$ cat config.mk
export PLATFORM = sky130hd
export DESIGN_NAME = calc_exec_unit
export DESIGN_NICKNAME = d
export VERILOG_FILES = /design/src/rtl/calc_pkg.sv /design/src/rtl/calc_muldiv_iter.sv /design/src/rtl/calc_exec_unit.sv
export SDC_FILE = /design/constraint.sdc
export NUM_CORES = 1
export LEC_CHECK = 0
export CAP_MARGIN = 20
export CORE_ASPECT_RATIO = 2
export CORE_UTILIZATION = 44
export DETAILED_ROUTE_END_ITERATION = 6
export SLEW_MARGIN = 15
export SYNTH_ARGS = -nofsm -noshare
export SYNTH_HDL_FRONTEND = slang
export SYNTH_SLANG_ARGS = --single-unit
$ cat constraint.sdc
create_clock -name clk -period 11.89 [get_ports clk]
set_input_delay 2.378 -clock clk [delete_from_list [all_inputs] [get_ports clk]]
set_output_delay 2.378 -clock clk [all_outputs]
set_load 0.01 [all_outputs]
$ cat src/rtl/calc_pkg.sv
// Shared opcode and state encodings for the calculator execute stage.
package calc_pkg;

    typedef enum logic [2:0] {
        OP_ADD = 3'b000,
        OP_SUB = 3'b001,
        OP_AND = 3'b010,
        OP_OR  = 3'b011,
        OP_XOR = 3'b100,
        OP_MUL = 3'b101,
        OP_DIV = 3'b110,
        OP_RSV = 3'b111
    } opcode_t;

    typedef enum logic [1:0] {
        IDLE = 2'b00,
        CALC = 2'b01,
        DONE = 2'b10
    } state_t;

    typedef struct packed {
        logic overflow;
        logic div_zero;
        logic bad_op;
    } calc_flags_t;

    // Ops that need the bit-serial datapath; divide-by-zero resolves in one cycle.
    function automatic logic is_iterative(input opcode_t op, input logic b_zero);
        return (op == OP_MUL) || ((op == OP_DIV) && !b_zero);
    endfunction

endpackage

$ cat src/rtl/calc_muldiv_iter.sv
// Bit-serial unsigned multiplier / restoring divider sharing one accumulator and shift register.
module calc_muldiv_iter
    import calc_pkg::*;
#(
    parameter int unsigned WIDTH = 32
) (
    input  logic             clk,
    input  logic             rst,
    input  logic             load,
    input  logic             step,
    input  logic             is_div,
    input  logic [WIDTH-1:0] a,
    input  logic [WIDTH-1:0] b,
    output logic             div_mode,
    output logic             last_c,
    output logic [WIDTH-1:0] acc_c,
    output logic [WIDTH-1:0] shreg_c
);

    localparam int unsigned CW = (WIDTH > 1) ? $clog2(WIDTH) : 1;

    logic [WIDTH-1:0] acc_q;
    logic [WIDTH-1:0] shreg_q;
    logic [WIDTH-1:0] opnd_q;
    logic [CW-1:0]    cnt_q;
    logic [WIDTH:0]   mul_sum;
    logic [WIDTH:0]   div_shift;
    logic [WIDTH:0]   div_diff;

    assign last_c = (cnt_q == CW'(WIDTH - 1));

    // MUL: acc:shreg holds the partial product; DIV: acc is the remainder, shreg the quotient.
    always_comb begin
        mul_sum   = {1'b0, acc_q} + (shreg_q[0] ? {1'b0, opnd_q} : '0);
        div_shift = {acc_q, shreg_q[WIDTH-1]};
        div_diff  = div_shift - {1'b0, opnd_q};
        acc_c     = mul_sum[WIDTH:1];
        shreg_c   = {mul_sum[0], shreg_q[WIDTH-1:1]};
        if (div_mode) begin
            acc_c   = div_diff[WIDTH] ? div_shift[WIDTH-1:0] : div_diff[WIDTH-1:0];
            shreg_c = {shreg_q[WIDTH-2:0], ~div_diff[WIDTH]};
        end
    end

    always_ff @(posedge clk or posedge rst) begin
        if (rst) begin
            acc_q    <= '0;
            shreg_q  <= '0;
            opnd_q   <= '0;
            cnt_q    <= '0;
            div_mode <= 1'b0;
        end else if (load) begin
            acc_q    <= '0;
            shreg_q  <= a;
            opnd_q   <= b;
            cnt_q    <= '0;
            div_mode <= is_div;
        end else if (step) begin
            acc_q    <= acc_c;
            shreg_q  <= shreg_c;
            cnt_q    <= cnt_q + CW'(1);
        end
    end

endmodule

$ cat src/rtl/calc_exec_unit.sv
// Execute stage: single-cycle ALU ops plus start/busy/done sequencing of the iterative MUL/DIV.
module calc_exec_unit
    import calc_pkg::*;
#(
    parameter int unsigned WIDTH = 32
) (
    input  logic             clk,
    input  logic             rst,
    input  logic [WIDTH-1:0] operandA,
    input  logic [WIDTH-1:0] operandB,
    input  logic [2:0]       op,
    input  logic             start,
    output logic             busy,
    output logic             done,
    output logic [WIDTH-1:0] result,
    output logic [WIDTH-1:0] remainder,
    output logic             overflow,
    output logic             div_zero,
    output logic             bad_op
);

    state_t           state_q, state_d;
    calc_flags_t      flags_q, flags_d;
    logic             busy_d, done_d;
    logic [WIDTH-1:0] result_d, remainder_d;
    logic             iter_load, iter_step;
    logic             iter_div_mode, iter_last_c;
    logic [WIDTH-1:0] iter_acc_c, iter_shreg_c;
    logic [WIDTH-1:0] add_c, sub_c;
    logic             add_ovf_c, sub_ovf_c, b_zero_c;
    opcode_t          opc;

    assign opc       = opcode_t'(op);
    assign b_zero_c  = (operandB == '0);
    assign add_c     = operandA + operandB;
    assign sub_c     = operandA - operandB;
    assign add_ovf_c = (operandA[WIDTH-1] == operandB[WIDTH-1]) && (add_c[WIDTH-1] != operandA[WIDTH-1]);
    assign sub_ovf_c = (operandA[WIDTH-1] != operandB[WIDTH-1]) && (sub_c[WIDTH-1] != operandA[WIDTH-1]);

    assign overflow = flags_q.overflow;
    assign div_zero = flags_q.div_zero;
    assign bad_op   = flags_q.bad_op;

    calc_muldiv_iter #(.WIDTH(WIDTH)) u_iter (
        .clk      (clk),
        .rst      (rst),
        .load     (iter_load),
        .step     (iter_step),
        .is_div   (opc == OP_DIV),
        .a        (operandA),
        .b        (operandB),
        .div_mode (iter_div_mode),
        .last_c   (iter_last_c),
        .acc_c    (iter_acc_c),
        .shreg_c  (iter_shreg_c)
    );

    // Next state and next output values; result holds until an op completes.
    always_comb begin
        state_d     = state_q;
        busy_d      = 1'b0;
        done_d      = 1'b0;
        result_d    = result;
        remainder_d = remainder;
        flags_d     = flags_q;
        iter_load   = 1'b0;
        iter_step   = 1'b0;
        case (state_q)
            IDLE: begin
                if (start) begin
                    flags_d     = '0;
                    remainder_d = '0;
                    if (is_iterative(opc, b_zero_c)) begin
                        state_d   = CALC;
                        busy_d    = 1'b1;
                        iter_load = 1'b1;
                    end else begin
                        state_d = DONE;
                        done_d  = 1'b1;
                        case (opc)
                            OP_ADD: begin
                                result_d         = add_c;
                                flags_d.overflow = add_ovf_c;
                            end
                            OP_SUB: begin
                                result_d         = sub_c;
                                flags_d.overflow = sub_ovf_c;
                            end
                            OP_AND: result_d = operandA & operandB;
                            OP_OR:  result_d = operandA | operandB;
                            OP_XOR: result_d = operandA ^ operandB;
                            OP_DIV: begin
                                result_d         = '1;
                                remainder_d      = operandA;
                                flags_d.div_zero = 1'b1;
                            end
                            default: begin
                                result_d       = '0;
                                flags_d.bad_op = 1'b1;
                            end
                        endcase
                    end
                end
            end
            CALC: begin
                iter_step = 1'b1;
                busy_d    = 1'b1;
                if (iter_last_c) begin
                    state_d  = DONE;
                    busy_d   = 1'b0;
                    done_d   = 1'b1;
                    result_d = iter_shreg_c;
                    if (iter_div_mode) begin
                        remainder_d = iter_acc_c;
                    end else begin
                        flags_d.overflow = |iter_acc_c;
                    end
                end
            end
            DONE:    state_d = IDLE;
            default: state_d = IDLE;
        endcase
    end

    always_ff @(posedge clk or posedge rst) begin
        if (rst) begin
            state_q   <= IDLE;
            busy      <= 1'b0;
            done      <= 1'b0;
            result    <= '0;
            remainder <= '0;
            flags_q   <= '0;
        end else begin
            state_q   <= state_d;
            busy      <= busy_d;
            done      <= done_d;
            result    <= result_d;
            remainder <= remainder_d;
            flags_q   <= flags_d;
        end
    end

endmodule

## After elaboration in Yosys (flattened, before gate mapping)

Cells that the tools add are included.

| operators by class | value |
|---|---|
| multiplexer cells | 43 |
| reduce and logical (&&, ||, !) cells | 17 |
| equal/unequal tests | 17 |
| add/sub/neg operators | 5 |
| bitwise operators | 4 |

Operator list:

| operator | count |
|---|---|
| 32-bit two-way mux | 16 |
| 32-bit one-hot mux with 6 select lines | 1 |
| 32-bit one-hot mux with 2 select lines | 2 |
| 32-bit by 33-bit adder with 33-bit output | 1 |
| 33-bit by 32-bit subtractor with 33-bit output | 1 |
| 32-bit adder | 1 |
| 32-bit bitwise AND | 1 |
| 32-bit logical NOT | 1 |
| 32-bit OR | 1 |
| 32-bit OR reduction | 1 |
| 32-bit subtractor | 1 |
| 32-bit bitwise XOR | 1 |
| 1-bit two-way mux | 12 |
| 4-bit AND reduction | 3 |
| 5-bit two-way mux | 2 |
| 3-bit equality test, second input constant | 3 |
| 2-bit inequality test, second input constant | 4 |
| 1-bit one-hot mux with 2 select lines | 4 |
| 3-bit by 2-bit equality test with 1-bit output, second input constant | 2 |
| 2-bit two-way mux | 3 |
| 3-bit two-way mux | 2 |
| 6-bit OR reduction | 1 |
| 5-bit by 1-bit adder with 5-bit output, second input constant | 1 |
| 5-bit equality test, second input constant | 1 |
| other kinds (14) | 20 |

| storage, ports and cells | value |
|---|---|
| word-level logic and storage cells | 99 |
| register bits | 173 |
| output and inout bits | 69 |
| input bits | 70 |

## Logic depth before layout (Yosys ltp)

| logic depth | value |
|---|---|
| word-level depth | 8 |
| depth in mapped cells | 17 |
| gate-level depth less buffers | 16 |

## Hierarchy

From an unflattened synthesis, not the netlist that was laid out.

| second synthesis, totals | value |
|---|---|
| cells, all modules | 2383 |
| area total of the unflattened synthesis | 18039.8 um^2 |

By module, submodules not included:

| module | cells each | times used | area each (um^2) | sequential area each (um^2) |
|---|---|---|---|---|
| calc_exec_unit | 1293 | 1 | 9083.7 | 1776.7 |
| calc_muldiv_iter | 1090 | 1 | 8956.1 | 2552.4 |

## Worst setup path before layout

No wires, ideal clock.

| timing | value |
|---|---|
| kind | input port to flip-flop |
| from | input operandA[0] |
| to | register result[26] |
| stages | 15 |
| data arrival time | 5.342 ns |
| path slack | 6.418 ns |
| buffers on the path | 0 |
| path through | ha_1 -> fa_1 -> a21o_1 -> a41oi_1 -> nand3_1 -> a211o_1 -> and2_1 -> a221oi_1 -> o21ai_1 -> a311o_1 -> a21oi_1 -> o21a_1 -> o21ai_0 -> a21oi_1 -> o21ai_1 |

| between the ends | value |
|---|---|
| word-level cells in the longest chain between the ends | 5 |
| elaborated cells on any way between the ends | 6 |
| classes of those cells | add/sub: 2; mux: 4 |

Ends and longest elaborated chain:

| element | line | text |
|---|---|---|
| from (decl) | calc_exec_unit.sv:9 | `input logic [WIDTH-1:0] operandA,` |
| 32-bit subtractor / 32-bit adder (equally long branches) | calc_exec_unit.sv:36, calc_exec_unit.sv:35 |  |
| 32-bit one-hot mux with 6 select lines (*) | calc_exec_unit.sv:80 | `case (opc)` |
| 32-bit two-way mux (*) | calc_exec_unit.sv:73 | `if (is_iterative(opc, b_zero_c)) begin` |
| 32-bit two-way mux (*) | calc_exec_unit.sv:70 | `if (start) begin` |
| 32-bit one-hot mux with 2 select lines (*) | calc_exec_unit.sv:68 | `case (state_q)` |
| to (signal assigned) | calc_exec_unit.sv:137 | `result <= result_d;` |
| to (decl) | calc_exec_unit.sv:15 | `output logic [WIDTH-1:0] result,` |

Mark *: on every way between the ends. The rest lies on a longest branch, timed or not. The select of a mux whose other input is x is not followed.
A chain may end at the register's enable or synchronous reset.

## Final worst setup path

| timing | value |
|---|---|
| from | input operandB[1] |
| to | register flags_q (netlist bit overflow) |

| between the ends | value |
|---|---|
| word-level cells in the longest chain between the ends | 7 |
| elaborated cells on any way between the ends | 14 |
| classes of those cells | add/sub: 2; eq/ne: 2; mux: 4; reduce/logical: 6 |

Ends and longest elaborated chain:

| element | line | text |
|---|---|---|
| from (decl) | calc_exec_unit.sv:10 | `input logic [WIDTH-1:0] operandB,` |
| 32-bit subtractor, or another cell as far along | calc_exec_unit.sv:36 | `assign sub_c = operandA - operandB;` |
| 1-bit inequality test, or another cell as far along | calc_exec_unit.sv:38 | `assign sub_ovf_c = (operandA[WIDTH-1] != operandB[WIDTH-1]) && (sub_c[WIDTH-1] != operandA[WIDTH-1]);` |
| 1-bit logical AND, on equally long branches | calc_exec_unit.sv:38, calc_exec_unit.sv:37, calc_pkg.sv:29 |  |
| 1-bit one-hot mux with 2 select lines / 1-bit logical OR (equally long branches) | calc_exec_unit.sv:80, calc_pkg.sv:29 |  |
| 3-bit two-way mux (*) | calc_exec_unit.sv:73 |  |
| 3-bit two-way mux (*) | calc_exec_unit.sv:70 |  |
| 1-bit one-hot mux with 2 select lines (*) | calc_exec_unit.sv:68 |  |
| to (signal assigned) | calc_exec_unit.sv:139 | `flags_q <= flags_d;` |
| to (decl) | calc_exec_unit.sv:23 | `calc_flags_t flags_q, flags_d;` |

Marked as above.

==> flow_summary.rst <==
.. list-table::
   :header-rows: 1

   * - Metric
     - Value
   * - Clock Skew
     - 10.7 ps
   * - Number of max-cap violations
     - 0
   * - Final setup viols
     - 0
   * - Required arrival time at the worst endpoint
     - 12270 ps
   * - Cell type contributing the most total cell area after synthesis
     - sky130_fd_sc_hd__dfrtp_1
   * - VDD IR-drop max
     - 159 uV
   * - Number of iterations in the first detailed-routing pass
     - 7
   * - Number of cells on the worst hold path
     - 2
   * - Reg-to-reg slack, setup
     - 6110 ps
   * - Routed length per placed instance
     - 23.2 um
   * - Most frequent cell after synthesis
     - sky130_fd_sc_hd__a21oi_1
   * - Post-CTS clock slew at the launch and capture registers of the worst setup and hold paths
     - 70 ps
   * - Clock Sinks
     - 173
   * - Final-layout fill cell count
     - 3648
   * - DR iter-0 viols
     - 995
   * - Critical Path Source
     - operandB[1]
   * - Number of flops mapped to enable cells by yosys
     - 0
   * - Leading cell types by total area after synthesis
     - sky130_fd_sc_hd__dfrtp_1 26%, sky130_fd_sc_hd__ha_1 12%, sky130_fd_sc_hd__a21oi_1 9.0%
   * - Detailed-placement wirelength estimate
     - 46.9 mm
   * - Highest clock frequency the design can meet
     - 0.157 GHz
   * - Number of buffers added by the clock tree synthesis step
     - 17
   * - Placed Cells incl. Taps
     - 2658
   * - First-pass GRT wire length
     - 96.9 mm
   * - GRT Resource Usage Total
     - 0.334
   * - Floorplan row count
     - 99
   * - Worst hold path endpoint
     - result[16]
   * - Prevailing post-synth register cell
     - sky130_fd_sc_hd__dfrtp_1
   * - Die ar.
     - 0.0381 sq mm
   * - Result of the run
     - finished, violations left
   * - YS warnings
     - 0
   * - CP max FO
     - 6
   * - Post-route antenna net violation count
     - 0
   * - RSZ-0062 raised after global routing
     - no
   * - Flip-flop and latch count after synthesis
     - 173
   * - Post-Synthesis Mean Instance Area
     - 7.55 sq um
   * - Clock buffer depth
     - 2
   * - Launch instance of the worst register-to-register path
     - u_iter.shreg_q[0]
   * - Transition at the pin with the smallest max-transition slack
     - 1020 ps
   * - Area share of the largest cell type after synthesis
     - 0.264
   * - Count of buffers added by post-CTS timing repair for setup
     - 0
   * - List of most frequent post-synthesis cells
     - 295 x sky130_fd_sc_hd__a21oi_1, 236 x sky130_fd_sc_hd__nor2_1, 219 x sky130_fd_sc_hd__nand2_1
   * - Portion of the clock cycle consumed by the worst path in the final layout
     - 0.536
   * - Total negative setup slack
     - 0 ps
   * - Vias per cell
     - 6.12
   * - Cts repair resizes
     - 0
   * - Worst rel slew slack
     - 0.313
   * - Number of vias in the routed layout
     - 16473
   * - Layout Nets
     - 2461
   * - Number of top-level design ports
     - 139
   * - Aggregate global routing overflow
     - 0
   * - Number of different library cells in the post-synthesis netlist
     - 82
   * - Port-buffer cells
     - 138
   * - Async set or reset register ratio after synthesis
     - 1.00
   * - Area of the placeable core
     - 0.0365 sq mm
   * - Source-to-sink clock delay at the later pin of the worst-skew pair
     - 470 ps
   * - Layout area overhead
     - 13.9%
   * - Largest net degree at the start of global routing
     - 115
   * - Via count of the first global-routing pass
     - 16907
   * - Power per Cell Area
     - 259 mW/mm^2
   * - Synthesized netlist cell count
     - 2171
   * - RePlAce Congestion
     - 0.972
   * - Initial Util
     - 0.448
   * - Drc violations
     - 12
   * - Filler-free cell count of the finished design
     - 2693
   * - Cell chosen for the clock root
     - sky130_fd_sc_hd__clkbuf_16
   * - Post-synth design cell area
     - 0.0164 sq mm
   * - Failing checks
     - design-rule violations
   * - RR Endpoint
     - overflow
   * - Post-layout min period
     - 6370 ps
   * - Nature of the critical path endpoint
     - register
   * - Data arrival time at the worst-slack endpoint
     - 6750 ps
   * - Clock tree from TritonCTS
     - yes
   * - Max-slew violations
     - 0
   * - Ratio of cells with drive above 1 in the final layout
     - 0.0429
   * - Fraction of the yosys area taken by sequential cells
     - 0.264
   * - Die height
     - 275 um
   * - Critical path startpoint category
     - primary input
   * - Min-Delay Path Class
     - reg2reg
   * - Static Leakage
     - 8.25 nW
   * - Number of hold-slack violations in the final timing report
     - 0
   * - Number of cells on the worst reg-to-reg path
     - 17
   * - Start point of the worst hold path
     - result[16]
   * - WL final
     - 62.6 mm
   * - Number of buffers inserted by hold repair at cts
     - 0
   * - Nets in the synthesized netlist
     - 2408
   * - Antenna violations before repair
     - 2
   * - Floorplan die width
     - 138 um
   * - WS Path Type
     - in2reg
   * - Number of levels in the clock H-tree
     - 4
-- routing by layer --
metal | track usage | part of all wire | wire [um] | vias to the layer above
met5 | 0 | 0 | 0 | -
met3 | 0.0381 | 0.038 | 2400 | 193
met4 | 0.228 | 0.067 | 4170 | 0
met1 | 0.354 | 0.38 | 23500 | 7966
li1 | - | - | - | 7781
met2 | 0.620 | 0.52 | 32500 | 533
-- final cells by class --
class                           instances  area, sq um  share of cell area
Multi-Input combinational cell       1724        11000               0.592
Sequential cell                       173         4330               0.232
Timing Repair Buffer                  159         1520              0.0815
Tap cell                              454          568              0.0304
Inverter                              149          567              0.0304
Clock buffer                           19          453              0.0243
Clock inverter                         13          171             0.00918
Antenna cell                            2         5.00            0.000268
-- where the power goes --
| group | switching [W] | leakage [nW] | total [W] | internal (W) |
|---|---|---|---|---|
| clock | 0.000280 | 0.313 | 0.000628 | 0.000348 |
| combinational | 0.00186 | 5.77 | 0.00309 | 0.00123 |
| sequential | 0.000252 | 2.17 | 0.00111 | 0.000858 |
| total | 0.00239 | 8.25 | 0.00483 | 0.00244 |
-- logic make-up after synthesis --
group,synth area share
DFF,0.264
muxes,0.0351
adders and majority gates,0.129
xor gates and xnor gates,0.0417
and+or+nand+nor,0.188
AOI/OAI and AO/OA,0.278
buffers and inverters,0.0638
-- cell usage in the layout (no fill, tap or decap), types with 12 or more instances in the layout --
cell / synthesis / layout
sky130_fd_sc_hd__o211ai_1: 28 / 28
sky130_fd_sc_hd__clkdlybuf4s50_1: 0 / 135
sky130_fd_sc_hd__nand2_1: 219 / 219
sky130_fd_sc_hd__dfrtp_1: 173 / 172
sky130_fd_sc_hd__inv_1: 149 / 148
sky130_fd_sc_hd__o22ai_1: 22 / 22
sky130_fd_sc_hd__or3_1: 12 / 12
sky130_fd_sc_hd__buf_4: 2 / 20
sky130_fd_sc_hd__a211oi_1: 22 / 22
sky130_fd_sc_hd__clkbuf_16: 0 / 17
sky130_fd_sc_hd__a31oi_1: 35 / 35
sky130_fd_sc_hd__and2_1: 44 / 43
sky130_fd_sc_hd__nor4_1: 12 / 12
sky130_fd_sc_hd__xnor2_1: 51 / 51
sky130_fd_sc_hd__nand4_1: 14 / 14
sky130_fd_sc_hd__mux2i_1: 45 / 45
sky130_fd_sc_hd__and3_1: 12 / 12
sky130_fd_sc_hd__a21oi_1: 295 / 293
sky130_fd_sc_hd__o21a_1: 18 / 18
sky130_fd_sc_hd__nand2b_1: 23 / 21
sky130_fd_sc_hd__o21ai_0: 167 / 167
sky130_fd_sc_hd__nor2_1: 236 / 235
sky130_fd_sc_hd__a21o_1: 33 / 33
sky130_fd_sc_hd__o21bai_1: 25 / 25
sky130_fd_sc_hd__ha_1: 163 / 163
sky130_fd_sc_hd__nor3_1: 34 / 33
sky130_fd_sc_hd__nand3_1: 23 / 23
sky130_fd_sc_hd__xor2_1: 22 / 22
sky130_fd_sc_hd__nor2b_1: 15 / 14
-- how the worst max path moves through the flow --
| stage | endpoint | cells after the start |
|---|---|---|
| after floorplan | bad_op | 1 |
| after global placement | result[26] | 16 |
| after detailed placement | overflow | 16 |
| after CTS | overflow | 16 |
| after global routing | result[27] | 15 |
| final | overflow | 16 |
-- flip-flops by register name, indices dropped and copies added (netlist names) --
name             cells
div_zero             1
bad_op               1
overflow             1
done                 1
u_iter.acc_q        32
remainder           32
u_iter.cnt_q         5
result              32
u_iter.div_mode      1
state_q              2
busy                 1
u_iter.opnd_q       32
u_iter.shreg_q      32
-- per-stage QoR --
step / power (W) / hold slack, ps / util / worst slack, ps / instance area [sq um]
global placement: 0.00412 / 468 / 0.493 / 5220 / 18000
CTS: 0.00479 / 494 / 0.510 / 5610 / 18700
global route: 0.00517 / 511 / 0.511 / 5260 / 18700
floorplan: 0.00313 / 497 / - / 4820 / 16400
finish: 0.00483 / 488 / 0.511 / 5520 / 18700
detailed placement: 0.00414 / 474 / 0.493 / 5160 / 18000
-- worst max-delay path: stages --
cell	delay [ps]
sky130_fd_sc_hd__clkdlybuf4s50_1	670
sky130_fd_sc_hd__inv_1	110
sky130_fd_sc_hd__ha_1	350
sky130_fd_sc_hd__a211oi_1	370
sky130_fd_sc_hd__o21ai_0	190
sky130_fd_sc_hd__a31oi_1	310
sky130_fd_sc_hd__o21ai_0	210
sky130_fd_sc_hd__nand3_1	200
sky130_fd_sc_hd__a41oi_1	260
sky130_fd_sc_hd__a2111o_1	540
sky130_fd_sc_hd__nand4_1	110
sky130_fd_sc_hd__nand3_1	90
sky130_fd_sc_hd__a21oi_1	260
sky130_fd_sc_hd__xnor2_1	100
sky130_fd_sc_hd__or4_1	480
sky130_fd_sc_hd__o2111ai_1	120
Note: power is estimated with default switching activity, not from simulation.
